<file path="src/rtl/configure_pkg.sv">
// rtl/configure_pkg.sv - system configuration and data RAM request type
package configure;

    localparam int unsigned dram_depth = 10;
    localparam logic [31:0] dram_base  = 32'h0010_0000;

    typedef struct packed {
        logic        valid;
        logic        instr;
        logic        err;
        logic [31:0] addr;
        logic [31:0] wdata;
        logic [3:0]  wstrb;
    } dram_req_t;

endpackage

</file>
<file path="src/rtl/dram_ctrl.sv">
// rtl/dram_ctrl.sv - core memory request bridge to the synchronous data RAM
module dram_ctrl
    import configure::dram_req_t;
#(
    parameter logic [31:0] dram_base  = configure::dram_base,
    parameter int unsigned dram_depth = configure::dram_depth
) (
    input  logic                  clk,
    input  logic                  rst,
    input  logic                  mem_valid,
    input  logic                  mem_instr,
    input  logic [31:0]           mem_addr,
    input  logic [31:0]           mem_wdata,
    input  logic [3:0]            mem_wstrb,
    output logic [31:0]           mem_rdata,
    output logic                  mem_ready,
    output logic                  mem_error,
    output logic                  dram_wen,
    output logic [dram_depth-1:0] dram_waddr,
    output logic [dram_depth-1:0] dram_raddr,
    output logic [31:0]           dram_wdata,
    output logic [3:0]            dram_wstrb,
    input  logic [31:0]           dram_rdata
);

    localparam logic [31:0] window = 32'd4 << dram_depth;

    function automatic logic req_err(input logic [31:0] addr, input logic instr,
                                     input logic [3:0] wstrb);
        logic [31:0] offset;
        offset = addr - dram_base;
        return (offset >= window) | (addr[1:0] != 2'b00) | (instr & (wstrb != 4'b0000));
    endfunction

    dram_req_t q;
    dram_req_t r;
    logic [31:0] q_offset;
    logic        wen;
    logic        unused_bits;

    always_ff @(posedge clk or negedge rst) begin
        if (!rst) begin
            q <= '0;
            r <= '0;
        end else begin
            q.valid <= mem_valid;
            if (mem_valid) begin
                q.instr <= mem_instr;
                q.err   <= req_err(mem_addr, mem_instr, mem_wstrb);
                q.addr  <= mem_addr;
                q.wdata <= mem_wdata;
                q.wstrb <= mem_wstrb;
            end
            r <= q;
        end
    end

    // Window base is aligned, so the offset's low bits are the RAM word index.
    assign q_offset   = q.addr - dram_base;
    assign wen        = q.valid & ~q.err & (q.wstrb != 4'b0000);
    assign dram_wen   = wen;
    assign dram_waddr = q_offset[dram_depth+1:2];
    assign dram_raddr = q_offset[dram_depth+1:2];
    assign dram_wdata = q.wdata;
    assign dram_wstrb = wen ? q.wstrb : 4'b0000;

    assign mem_ready = r.valid;
    assign mem_error = r.valid & r.err;
    assign mem_rdata = (r.valid && !r.err && r.wstrb == 4'b0000) ? dram_rdata : 32'd0;

    assign unused_bits = ^{q.instr, r.instr, r.addr, r.wdata,
                           q_offset[31:dram_depth+2], q_offset[1:0]};

endmodule

</file>
<file path="config.mk">
export PLATFORM = sky130hd
export DESIGN_NAME = dram_ctrl
export DESIGN_NICKNAME = d
export VERILOG_FILES = /design/src/rtl/configure_pkg.sv /design/src/rtl/dram_ctrl.sv
export SDC_FILE = /design/constraint.sdc
export NUM_CORES = 1
export LEC_CHECK = 0
export ABC_AREA = 0
export CELL_PAD_IN_SITES_DETAIL_PLACEMENT = 1
export CELL_PAD_IN_SITES_GLOBAL_PLACEMENT = 1
export CORE_MARGIN = 1.5
export CORE_UTILIZATION = 27
export DETAILED_ROUTE_END_ITERATION = 8
export GPL_TIMING_DRIVEN = 0
export HOLD_SLACK_MARGIN = 0.03
export PLACE_DENSITY_LB_ADDON = 0.12
export SYNTH_ARGS = -nofsm -noshare
export SYNTH_HDL_FRONTEND = slang
export SYNTH_SLANG_ARGS = --single-unit
</file>
<file path="constraint.sdc">
create_clock -name clk -period 4.4 [get_ports clk]
set_input_delay 0.44 -clock clk [delete_from_list [all_inputs] [get_ports clk]]
set_output_delay 0.44 -clock clk [all_outputs]
set_load 0.05 [all_outputs]
</file>
==> results.sh <==
export IMPL_tightest_slew_ns=0.580
export IMPL_path_class="reg -> out"
export IMPL_synthCells=211
export IMPL_drt_iter0_markers=13
export IMPL_placementRows=36
export IMPL_ys_seq_elements=54
export IMPL_worstSetupStartpointType="flip-flop"
export IMPL_ys_async_sr_fraction=1.00
export IMPL_io_pins=195
export IMPL_p_sw_mw=0.434
export IMPL_gr_total_overflow=0
export IMPL_combinationalPowerShare=0.379
export IMPL_utilization=0.502
export IMPL_cts_inserted_buffers=5
export IMPL_hold_viol=0
export IMPL_ys_warn_count=0
export IMPL_cts_root_buffer="clkbuf_8"
export IMPL_place_port_buffers=194
export IMPL_drv_slew=0
export IMPL_fin_crit_ns=3.04
export IMPL_die_y_um=102
export IMPL_antenna_found_initial=0
export IMPL_core_area_um2=9680
export IMPL_first_pass_iters=4
export IMPL_cts_sinks=54
export IMPL_syn_area_um2=2670
export IMPL_routed_wl_mm=7.66
export IMPL_nets=517
export IMPL_grt_pass1_vias=2229
export IMPL_track_usage=0.139
export IMPL_cts_hold_buf=0
export IMPL_start_util=0.275
export IMPL_diodes=0
export IMPL_ys_top_cells_by_count="dfrtp_1 (54), buf_4 (52), mux2_2 (46)"
export IMPL_synth_most_common_cell="dfrtp_1"
export IMPL_drive_gt1_frac=0.274
export IMPL_timing_slew_headroom=0.614
export IMPL_syn_area_per_cell_um2=12.6
export IMPL_grt_pass1_wl_mm=11.1
export IMPL_status="complete, no violations"
export IMPL_clock_fmax_mhz=328
export IMPL_cp_required_ns=3.96
export IMPL_areaGrowthSynthToFinish_pct=82.5
export IMPL_rsz0062_at_grt="no"
export IMPL_p_int_mw=0.908
export IMPL_cts_repair_resized=0
export IMPL_skew_ns=0.00186
export IMPL_postRouteAntennaNets=0
export IMPL_globalplace_congestion=0.707
export IMPL_setup_viol=0
export IMPL_cts_tree="done"
export IMPL_r2r_cells=1
export IMPL_die_area_um2=10500
export IMPL_die_x_um=102
export IMPL_yosysTopAreaCell="dfrtp_1"
export IMPL_ys_top_cells_by_area="dfrtp_1 (51%), mux2_2 (19%), buf_4 (15%)"
export IMPL_r2r_slack_ns=3.59
export IMPL_synth_seq_area_share=0.507
export IMPL_rr_endpoint="q[47]"
export IMPL_cap_violations=0
export IMPL_wl_per_cell_um=14.0
export IMPL_cts_max_level=2
export IMPL_clkLatencyLatePin_ns=0.30
export IMPL_crit_path_end_kind="output pin"
export IMPL_cts_post_setup_buffers_inserted=0
export IMPL_synth_edf_count=0
export IMPL_period_share=0.692
export IMPL_vias_per_cell=4.10
export IMPL_power_density_nw_per_um2=276
export IMPL_yosys_area_top_type_share=0.507
export IMPL_pwr_share_seq=0.425
export IMPL_yosys_most_used_dff="dfrtp_1"
export IMPL_synth_net_count=315
export IMPL_r2r_start="q[47]"
export IMPL_pwr_share_clk=0.195
export IMPL_switching_share=0.323
export IMPL_post_route_drc_count=0
export IMPL_p_leak_nw=2.00
export IMPL_cts_clk_slew_worst_paths_ns=0.09
export IMPL_synth_distinct_cells=18
export IMPL_grt_start_max_net_pins=37
export IMPL_hold_path_class="in -> async"
export IMPL_critPathMaxFanout=10
export IMPL_ir_drop_mv=0.192
export IMPL_timing_setup_tns_ns=0
export IMPL_crit_arrival_ns=2.60
export IMPL_dpl_hpwl_mm=6.39
export IMPL_cts_buffer_depth=2
export IMPL_vias=2236
cell usage in the layout (no fill, tap or decap):
master	Yosys	layout
buf_4	52	52
clkbuf_1	2	4
nor4_1	3	3
nor3_4	1	1
clkbuf_8	0	5
o41ai_1	1	1
o22a_1	1	1
clkdlybuf4s50_1	0	193
buf_2	3	4
or4b_4	1	1
nand4_1	1	1
nor2b_1	1	1
nand3_1	1	1
nor3_1	1	1
o41a_1	1	1
and2_1	37	37
mux2_2	46	46
nor4b_1	2	2
dfrtp_1	54	54
buf_6	3	3
buf_12	0	1
per-stage QoR:
| stage | worst slack, ns | power (mW) | area (um^2) | hold slack (ns) | std cells |
|---|---|---|---|---|---|
| floorplan | 2.03 | 0.879 | 2670 | 0.144 | 211 |
| global placement | 1.09 | 1.09 | 4770 | 0.352 | 538 |
| detailed placement | 1.64 | 1.10 | 4790 | 0.359 | 539 |
| CTS | 1.29 | 1.37 | 4860 | 0.0824 | 546 |
| global route | 1.23 | 1.41 | 4860 | 0.0794 | 546 |
| finish | 1.36 | 1.34 | 4860 | 0.0728 | 546 |
power groups by stage:
stage / clock [mW] / sequential (mW) / combinational [mW]
finish: 0.262 / 0.571 / 0.509
global route: 0.297 / 0.578 / 0.535
CTS: 0.282 / 0.572 / 0.516
detailed placement: 0 / 0.582 / 0.515
global placement: 0 / 0.579 / 0.506
floorplan: 0 / 0.575 / 0.305
final cells by class:
type / count / area, um^2
fill: 1061 / 4820
timing repair buffer: 195 / 1960
sequential: 54 / 1350
multi-input combinational: 97 / 867
buffer: 60 / 447
tap: 133 / 166
clock buffer: 7 / 76.3
logic make-up after synthesis:
logic type,Yosys count,synth area share
and+or+nand+nor,48,0.120
muxes,46,0.194
AOI/OAI and AO/OA,3,0.0108
buffers and inverters,60,0.168
DFF,54,0.507
sequential cells by signal, summed over array words and instances, names as in the netlist:
signal	cells
dram_wdata	32
q	16
mem_ready	1
r	5
how the worst max path moves through the flow:
stage | startpoint | to | slack (ns) | cells after the start
3_5_place_dp | r[68] | mem_rdata[11] | 1.64 | 5
2_1_floorplan | mem_ready | mem_rdata[10] | 2.03 | 4
4_1_cts | r[68] | mem_rdata[11] | 1.29 | 5
3_3_place_gp | rst | q[1] | 1.09 | 1
5_1_grt | r[68] | mem_rdata[11] | 1.23 | 5
6_report | r[68] | mem_rdata[11] | 1.36 | 5
worst max-delay path: stages (launching register included):
cell             delay (ns)
dfrtp_1                0.38
or4b_4                 0.54
nor3_4                 0.24
buf_6                  0.17
and2_1                 0.16
clkdlybuf4s50_1        0.81
per-layer routing:
layer  up-vias  GRT usage  part of all wire
li1       1047          -                 -
met1      1065      0.140              0.34
met2       119      0.258              0.52
met3         5     0.0636              0.12
met4         0     0.0348            0.0090
met5         -          0                 0
(Power assumes the default switching activity.)
